File: config.mk
export PLATFORM = sky130hd
export DESIGN_NAME = foo_sched
export DESIGN_NICKNAME = d
export VERILOG_FILES = /design/src/rtl/foo_sched_pkg.sv /design/src/rtl/foo_sched_rr_arbiter.sv /design/src/rtl/foo_sched.sv
export SDC_FILE = /design/constraint.sdc
export NUM_CORES = 1
export LEC_CHECK = 0
export CORE_ASPECT_RATIO = 0.7
export CORE_MARGIN = 3
export CORE_UTILIZATION = 47
export DETAILED_ROUTE_END_ITERATION = 12
export PLACE_DENSITY = 0.82
export SLEW_MARGIN = 25
export SYNTH_ARGS = -nofsm -noshare
export SYNTH_HDL_FRONTEND = slang
export SYNTH_SLANG_ARGS = --single-unit
File: constraint.sdc
create_clock -name clk -period 2.1 [get_ports clk]
set_input_delay 0.525 -clock clk [delete_from_list [all_inputs] [get_ports clk]]
set_output_delay 0.525 -clock clk [all_outputs]
set_load 0.005 [all_outputs]
File: src/rtl/foo_sched_pkg.sv
// Shared types and defaults for the foo_sched round-robin scheduler.
package foo_sched_pkg;

    typedef enum logic [1:0] {IDLE, BUSY, DONE} foo_sched_state_t;

    // Default key width; matches the 4-bit rolling counter of the match resource.
    localparam int unsigned KEY_W_DEF = 4;

endpackage

File: src/rtl/foo_sched_rr_arbiter.sv
// Combinational round-robin pick: first set request at or above rr_ptr_i, wrapping.
module rr_arbiter #(
    parameter  int unsigned N_REQ = 4,
    localparam int unsigned IDX_W = $clog2(N_REQ)
) (
    input  logic [N_REQ-1:0] req_i,
    input  logic [IDX_W-1:0] rr_ptr_i,
    output logic [IDX_W-1:0] grant_idx_o,
    output logic             grant_vld_o
);

    function automatic logic [IDX_W-1:0] wrap_idx(input logic [IDX_W-1:0] base,
                                                  input int unsigned     off);
        return IDX_W'((32'(base) + off) % N_REQ);
    endfunction

    // Scan upward from the pointer; the first hit wins.
    always_comb begin
        grant_idx_o = '0;
        grant_vld_o = 1'b0;
        for (int unsigned off = 0; off < N_REQ; off++) begin
            if (!grant_vld_o && req_i[wrap_idx(rr_ptr_i, off)]) begin
                grant_idx_o = wrap_idx(rr_ptr_i, off);
                grant_vld_o = 1'b1;
            end
        end
    end

endmodule

File: src/rtl/foo_sched.sv
// Round-robin scheduler sharing one rolling-key match resource between N_REQ clients.
// Optional macro FOO_SCHED_TIMEOUT_EN: abort a BUSY transaction after TIMEOUT cycles
// and flag the completion with err_o.
module foo_sched
    import foo_sched_pkg::*;
#(
    parameter int unsigned N_REQ   = 4,
    parameter int unsigned KEY_W   = KEY_W_DEF,
    parameter int unsigned TIMEOUT = 16
) (
    input  logic                   clk,
    input  logic                   rst,
    input  logic [N_REQ-1:0]       req_i,
    input  logic [N_REQ*KEY_W-1:0] key_i,
    output logic [N_REQ-1:0]       done_o,
    output logic                   err_o,
    output logic                   busy_o,
    output logic                   foo_req,
    output logic [KEY_W-1:0]       foo_key,
    input  logic                   foo_ack,
    output logic [KEY_W+1:0]       last_wait_o
);

    localparam int unsigned IDX_W = $clog2(N_REQ);
    localparam int unsigned CNT_W = KEY_W + 2;

    if (N_REQ < 2 || N_REQ > 8) begin : g_bad_n_req
        $error("foo_sched: N_REQ must be in 2..8");
    end
    if (TIMEOUT < (1 << KEY_W)) begin : g_bad_timeout
        $error("foo_sched: TIMEOUT must cover a full key rotation");
    end

    foo_sched_state_t state_q, state_d;
    logic [IDX_W-1:0] rr_ptr_q, rr_ptr_d;
    logic [IDX_W-1:0] grant_idx_q, grant_idx_d;
    logic [KEY_W-1:0] key_q, key_d;
    logic [CNT_W-1:0] wait_cnt_q, wait_cnt_d;
    logic [CNT_W-1:0] last_wait_q, last_wait_d;
    logic [IDX_W-1:0] arb_idx;
    logic             arb_vld;
`ifdef FOO_SCHED_TIMEOUT_EN
    logic             err_q, err_d;
`endif

    function automatic logic [CNT_W-1:0] sat_inc(input logic [CNT_W-1:0] v);
        return (&v) ? v : v + 1'b1;
    endfunction

    rr_arbiter #(
        .N_REQ (N_REQ)
    ) u_arb (
        .req_i       (req_i),
        .rr_ptr_i    (rr_ptr_q),
        .grant_idx_o (arb_idx),
        .grant_vld_o (arb_vld)
    );

    // Next-state and outputs; all outputs decode from registered state.
    always_comb begin
        state_d     = state_q;
        rr_ptr_d    = rr_ptr_q;
        grant_idx_d = grant_idx_q;
        key_d       = key_q;
        wait_cnt_d  = wait_cnt_q;
        last_wait_d = last_wait_q;
`ifdef FOO_SCHED_TIMEOUT_EN
        err_d       = err_q;
`endif
        done_o      = '0;
        busy_o      = 1'b0;
        foo_req     = 1'b0;
        foo_key     = '0;

        unique case (state_q)
            IDLE: begin
                if (arb_vld) begin
                    grant_idx_d = arb_idx;
                    for (int unsigned i = 0; i < N_REQ; i++) begin
                        if (arb_idx == IDX_W'(i)) key_d = key_i[i*KEY_W +: KEY_W];
                    end
                    wait_cnt_d = '0;
                    state_d    = BUSY;
                end
            end
            BUSY: begin
                busy_o  = 1'b1;
                foo_req = 1'b1;
                foo_key = key_q;
                // wait_cnt holds completed BUSY cycles; the exit cycle is added in DONE.
                if (foo_ack) begin
                    state_d = DONE;
`ifdef FOO_SCHED_TIMEOUT_EN
                    err_d   = 1'b0;
                end else if (wait_cnt_q == CNT_W'(TIMEOUT - 1)) begin
                    state_d = DONE;
                    err_d   = 1'b1;
`endif
                end else begin
                    wait_cnt_d = sat_inc(wait_cnt_q);
                end
            end
            DONE: begin
                busy_o              = 1'b1;
                done_o[grant_idx_q] = 1'b1;
                last_wait_d         = sat_inc(wait_cnt_q);
                rr_ptr_d            = (grant_idx_q == IDX_W'(N_REQ - 1)) ? '0
                                                                         : grant_idx_q + 1'b1;
                state_d             = IDLE;
            end
            default: state_d = IDLE;
        endcase
    end

`ifdef FOO_SCHED_TIMEOUT_EN
    assign err_o = (state_q == DONE) && err_q;
`else
    assign err_o = 1'b0;
`endif

    assign last_wait_o = last_wait_q;

    // State registers; reset abandons any transaction in flight.
    always_ff @(posedge clk or negedge rst) begin
        if (!rst) begin
            state_q     <= IDLE;
            rr_ptr_q    <= '0;
            grant_idx_q <= '0;
            key_q       <= '0;
            wait_cnt_q  <= '0;
            last_wait_q <= '0;
`ifdef FOO_SCHED_TIMEOUT_EN
            err_q       <= 1'b0;
`endif
        end else begin
            state_q     <= state_d;
            rr_ptr_q    <= rr_ptr_d;
            grant_idx_q <= grant_idx_d;
            key_q       <= key_d;
            wait_cnt_q  <= wait_cnt_d;
            last_wait_q <= last_wait_d;
`ifdef FOO_SCHED_TIMEOUT_EN
            err_q       <= err_d;
`endif
        end
    end

endmodule

==> reports/results.tsv, run 1 <==
metric	value	unit
detailedRoute.firstPassIterationCount	4	
buffer_ports.inserted	38	
timing.final.hold_violations	0	
fillerInstances	174	
worstSetupEndpointType	primary output	
place_congestion	0.853	
seq_cells_post_synth	22	
cts_hold_buf	0	
initialDrtViolationCount	57	
synth_flop_cell	sky130_fd_sc_hd__dfrtp_1	
finalMaxSlewViolations	0	
postLayoutSetupSlackWorst	0.0632	ns
grt_usage	20.6	%
worstPathCellList	buf_4 -> ha_4 -> buf_4 -> clkdlybuf4s50_1	
clk_pin_slew	0.07	ns
drive_gt1_share	18.6	%
cp_data_required_time	1.57	ns
outcome	completed	
floorplan.io_pins	40	
power_density	1230	mW/mm^2
detail_route.wl_per_cell	16.0	um
numCtsBuffers	3	
dieWidth	70.3	um
postSynthCellCount	145	
cell_type_with_the_highest_occurrence_count_on_the_critical_path	sky130_fd_sc_hd__buf_4	
antenna_violations_before_repair	0	
yosysSeqAreaShare	40.5	%
fin_skew	0.00880	ns
synth_edf_count	0	
peak_per_stage_delay_on_the_critical_path	0.43	ns
cts_root_buf	sky130_fd_sc_hd__clkbuf_8	
routed_wirelength	3720	um
vdd_drop_max	0.000750	V
grt_start_max_net_pins	23	
worst-setup-path-type	flip-flop to primary output	
cts_tree	yes	
via_per_inst	5.40	
synth_area	0.00136	mm^2
chipHeight	51.0	um
min_delay_path_class	flip-flop to flip-flop	
ant_nets	0	
drt_drc_violations_left	0	
syn-mean-instance-area	9.37	um^2
die-area	0.00358	mm^2
finalSetupViolCount	0	
sequential_cell_area	551	um^2
final_cell_mix	sky130_fd_sc_hd__clkdlybuf4s50_1, sky130_fd_sc_hd__dfrtp_1, sky130_fd_sc_hd__buf_4	
clock_path_buffers	2	
final_common_cell	sky130_fd_sc_hd__clkdlybuf4s50_1	
clkSinkCount	22	
totalNegativeSetupSlack	0	ns
final.min_clock_period	2.04	ns
ys_types	35	
worst-endpoint-arrival	1.51	ns
critPathSlowestCell	sky130_fd_sc_hd__clkdlybuf4s50_1	
start_kind	flip-flop	
vias_in_the_first_global_route	1177	
fin_crit_sh	97.0	%
fp.coreArea	0.00261	mm^2
n_antenna_cell	0	
critPathMaxFanout	3	
finalNetCount	231	
postSynth.asyncResetShare	100	%
flow.area_growth_from_synthesis	45.7	%
place.detailed.hpwl	2680	um
num_vias	1258	
total_number_of_yosys_warnings	0	
multi_input_area	773	um^2
syn_nets	176	
clock_tree.htree_level_count	1	
placement_rows	15	
fmax	0.491	GHz
power_leakage	0.959	nW
clock_latency	0.26	ns
first_pass_grt_wire_length	5750	um
initial_utilization	52.1	%
cap_violations	0	
grt.overflow.total	0	
pre_cts_ws	-0.270	ns
cells in the mapped netlist (2+ instances only):
| library cell | count | area share [%] |
|---|---|---|
| sky130_fd_sc_hd__dfrtp_1 | 22 | 41 |
| sky130_fd_sc_hd__nand2_1 | 16 | 4.4 |
| sky130_fd_sc_hd__a21oi_1 | 13 | 4.8 |
| sky130_fd_sc_hd__and2_1 | 9 | 4.1 |
| sky130_fd_sc_hd__inv_1 | 9 | 2.5 |
| sky130_fd_sc_hd__mux2i_1 | 9 | 6.6 |
| sky130_fd_sc_hd__ha_1 | 8 | 7.4 |
| sky130_fd_sc_hd__nor2_1 | 7 | 1.9 |
| sky130_fd_sc_hd__o21ai_0 | 6 | 2.2 |
| sky130_fd_sc_hd__a31oi_1 | 4 | 1.8 |
| sky130_fd_sc_hd__clkbuf_1 | 4 | 1.1 |
| sky130_fd_sc_hd__o221ai_1 | 4 | 2.6 |
| sky130_fd_sc_hd__and3_1 | 3 | 1.4 |
| sky130_fd_sc_hd__mux2_2 | 3 | 2.5 |
| sky130_fd_sc_hd__xnor2_1 | 3 | 1.9 |
| sky130_fd_sc_hd__a22o_1 | 2 | 1.3 |
| sky130_fd_sc_hd__nand2b_1 | 2 | 0.92 |
| sky130_fd_sc_hd__nand3_1 | 2 | 0.74 |
| sky130_fd_sc_hd__nand3b_1 | 2 | 1.1 |
| sky130_fd_sc_hd__nor2b_1 | 2 | 0.92 |
routing by layer:
layer	up-vias	share of wire [%]	global-route usage, %
met4	0	1.7	6.69
met3	4	5.4	4.13
met5	-	0	0
met2	37	45	32.1
met1	604	47	28.8
li1	613	-	-
layout make-up:
| class | instances | area share [%] |
|---|---|---|
| multi-input cells | 107 | 39.1 |
| flip-flops and latches | 22 | 27.8 |
| repair buffers | 57 | 26.5 |
| clock buffers | 4 | 2.78 |
| well taps | 34 | 2.15 |
| inverters | 9 | 1.71 |
sequential cells by signal, indices dropped and copies added, names as in the netlist:
| name | cells |
|---|---|
| state_q | 2 |
| wait_cnt_q | 6 |
| rr_ptr_q | 2 |
| last_wait_o | 6 |
| key_q | 4 |
| grant_idx_q | 2 |
per-stage QoR:
stage / instance area (um^2) / instances / utilization (%) / hold slack [ns] / total power [mW]
2_1_floorplan: 1360 / 145 / - / 0.229 / 1.41
3_3_place_gp: 1800 / 217 / 68.8 / 0.470 / 1.85
3_5_place_dp: 1800 / 217 / 68.8 / 0.488 / 1.91
4_1_cts: 1900 / 225 / 72.9 / 0.503 / 2.29
5_1_grt: 1980 / 233 / 75.9 / 0.533 / 2.61
6_report: 1980 / 233 / 75.9 / 0.505 / 2.44
worst max-delay path: cells and delay by family (launching register included):
family	cells	cell delay, ns
buffers and inverters	3	0.70
adder cells (fa/ha/maj)	1	0.16
flip-flops	1	0.39
cells by family (layout without fill, tap and decap cells):
| group | count (synthesis) | count (layout) | share of synthesized area (%) |
|---|---|---|---|
| compound gates | 34 | 34 | 16.1 |
| xor+xnor | 3 | 3 | 1.93 |
| fa+ha+maj | 8 | 8 | 7.37 |
| buf+inv | 16 | 70 | 5.34 |
| flops | 22 | 22 | 40.5 |
| mux | 12 | 12 | 9.12 |
| other cells | 1 | 1 | 0.276 |
| simple gates | 49 | 49 | 19.3 |
report_power, final:
part	switching (mW)	total [mW]	internal, mW
Combinational	0.647	1.43	0.781
Clock	0.134	0.301	0.167
Sequential	0.131	0.710	0.579
worst paths after layout:
check | end | startpoint | slack (ns) | cells after the start
setup / recovery | foo_req | state_q[0] | 0.06 | 4
hold / removal | key_q[3] | key_q[3] | 0.50 | 2
setup reg to reg | wait_cnt_q[0] | state_q[0] | 0.13 | 8
hold reg to reg | key_q[3] | key_q[3] | 0.50 | 2
max in group asynchronous | wait_cnt_q[0] | rst | 1.26 | 2
min in group asynchronous | key_q[0] | rst | 0.60 | 2
what timing repair did:
item	CTS	global route
endpoints found under the hold margin	0	0
endpoints found under the setup margin	10	7
pin swaps	1	0
gates resized for setup	12	5
setup buffers	4	8
Power figures use the tool's default switching activity.
==> inputs of run 2 (changes only) <==
--- a/config.mk
+++ b/config.mk
@@ -8,6 +8,7 @@
 export CORE_ASPECT_RATIO = 0.7
 export CORE_MARGIN = 3
 export CORE_UTILIZATION = 47
+export CTS_CLUSTER_DIAMETER = 120
 export DETAILED_ROUTE_END_ITERATION = 12
 export PLACE_DENSITY = 0.82
 export SLEW_MARGIN = 25
==> results of run 2 <==
Same layout as run 1: the final DEF is identical, and so are final timing and power.
==> inputs of run 3 (changes only) <==
--- a/config.mk
+++ b/config.mk
@@ -7,10 +7,11 @@
 export LEC_CHECK = 0
 export CORE_ASPECT_RATIO = 0.7
 export CORE_MARGIN = 3
-export CORE_UTILIZATION = 47
+export CORE_UTILIZATION = 30
 export CTS_CLUSTER_DIAMETER = 120
 export DETAILED_ROUTE_END_ITERATION = 12
-export PLACE_DENSITY = 0.82
+export PLACE_DENSITY = 0.57
+export RECOVER_POWER = 100
 export SLEW_MARGIN = 25
 export SYNTH_ARGS = -nofsm -noshare
 export SYNTH_HDL_FRONTEND = slang
==> run 3 against run 2 <==
Against the previous run: final cell count is 8.6% higher; routed wire length down 2.2%; total power increased by 0.47%; die area increased by 50%; sequential power fell by 0.7%; global-route usage shrank 6.4 points; register-to-register slack worse by 0.03 ns; critical path type unchanged; largest cell class unchanged.
==> reports/results.tsv, run 3 (synthesized netlist as in run 1, its figures left out) <==
metric	value	unit
worstMarginPinSlew	1.26	ns
vias_in_the_first_global_route	1227	
worstSetupEndpointType	primary output	
cts_root_buf	sky130_fd_sc_hd__clkbuf_8	
sequential_cell_area	551	um^2
clock_tree.htree_level_count	1	
drive_gt1_share	18.4	%
clk_pin_slew	0.08	ns
pre_cts_ws	-0.277	ns
power_density	1220	mW/mm^2
die-area	0.00539	mm^2
critPathSlowestCell	sky130_fd_sc_hd__dfrtp_1	
floorplan.io_pins	40	
fmax	0.494	GHz
finalNonFillerCells	253	
rrSetupSlack	0.10	ns
place_congestion	0.824	
grt_usage	14.2	%
routed_wirelength	3640	um
peak_per_stage_delay_on_the_critical_path	0.41	ns
post_route_worst_hold_slack	0.491	ns
grt.overflow.total	0	
fp.coreArea	0.00414	mm^2
timing.max_slew.rel_slack	15.9	%
dieWidth	86.4	um
post-route-util	48.7	%
clock_latency	0.26	ns
via_per_inst	4.94	
worst-setup-path-type	flip-flop to primary output	
cts_hold_buf	0	
cap_violations	0	
final.min_clock_period	2.02	ns
critPathMaxFanout	5	
start_kind	flip-flop	
buffer_ports.inserted	38	
postLayoutSetupSlackWorst	0.0755	ns
outcome	completed	
detail_route.wl_per_cell	14.4	um
finalSetupViolCount	0	
finalMaxSlewViolations	0	
timing.critical_path.buf_inv	3	
drt_drc_violations_left	0	
ant_nets	0	
chipHeight	62.3	um
place.detailed.hpwl	2810	um
timing.final.hold_violations	0	
clkSinkCount	22	
numCtsBuffers	3	
first_pass_grt_wire_length	6190	um
numPlacedInstances	239	
min_delay_path_class	flip-flop to flip-flop	
cts_tree	yes	
clock_path_buffers	2	
flow.area_growth_from_synthesis	48.3	%
final_cell_mix	sky130_fd_sc_hd__dfrtp_1, sky130_fd_sc_hd__clkdlybuf4s50_1, sky130_fd_sc_hd__buf_4	
n_antenna_cell	0	
multi_input_area	758	um^2
initialDrtViolationCount	78	
fin_skew	0.00115	ns
cp_data_required_time	1.57	ns
detailedRoute.firstPassIterationCount	4	
initial_utilization	32.8	%
power_leakage	0.997	nW
fillerInstances	384	
placement_rows	19	
worst_path_dominant_cell_family	buffers and inverters	
grt_start_max_net_pins	23	
worst-endpoint-arrival	1.50	ns
fin_crit_sh	96.4	%
finalNetCount	233	
antenna_violations_before_repair	0	
final_common_cell	sky130_fd_sc_hd__dfrtp_1	
worstPathCellList	clkbuf_1 -> ha_4 -> buf_4 -> and2_1 -> dlygate4sd2_1	
vdd_drop_max	0.000944	V
num_vias	1251	
[run 3: cell type report]
class	instances	share of cell area [%]
flip-flops and latches	22	27.3
inverters	9	1.68
well taps	52	3.23
repair buffers	59	27.4
clock buffers	4	2.73
multi-input cells	107	37.6
[run 3: power by group]
group	internal [mW]	switching, mW
clock	0.167	0.133
combinational	0.797	0.649
sequential	0.579	0.126
[run 3: timing repair]
item | in CTS | in global routing
gates resized for setup | 11 | 9
pin swaps | 1 | 0
endpoints found under the hold margin | 0 | 0
buffers inserted | 7 | 3
setup endpoints to repair | 9 | 10
[run 3: routing by layer]
metal	track usage (%)	up-vias	wire, um
met1	21.4	599	1830
met2	21.0	30	1620
met3	3.30	2	168
li1	-	620	-
met4	1.75	0	18
met5	0	-	0
[run 3: path summary, 6_finish.rpt]
| check | from | to | depth (start not counted) |
|---|---|---|---|
| setup / recovery | state_q[1] | done_o[3] | 5 |
| hold / removal | key_q[3] | key_q[3] | 2 |
| setup reg to reg | state_q[1] | wait_cnt_q[0] | 9 |
| hold reg to reg | key_q[3] | key_q[3] | 2 |
| max in group asynchronous | rst | grant_idx_q[0] | 2 |
| min in group asynchronous | rst | key_q[1] | 2 |
[run 3: metrics by stage]
step                area, um^2  total power, mW   TNS, ns
floorplan                 1360             1.41         0
global placement          1860             1.96     -1.31
detailed placement        1860             2.00     -1.95
CTS                       1990             2.45         0
global route              2020             2.65  -0.00740
finish                    2020             2.45         0
[run 3: worst reg2reg max path: stages, from the launching register on]
cell and delay (ns):
sky130_fd_sc_hd__dfrtp_1 0.38, sky130_fd_sc_hd__inv_2 0.07, sky130_fd_sc_hd__ha_4 0.17, sky130_fd_sc_hd__buf_4 0.13, sky130_fd_sc_hd__buf_4 0.12, sky130_fd_sc_hd__buf_4 0.16
sky130_fd_sc_hd__nor2b_1 0.14, sky130_fd_sc_hd__a2bb2oi_2 0.30, sky130_fd_sc_hd__inv_1 0.17, sky130_fd_sc_hd__a22o_1 0.26
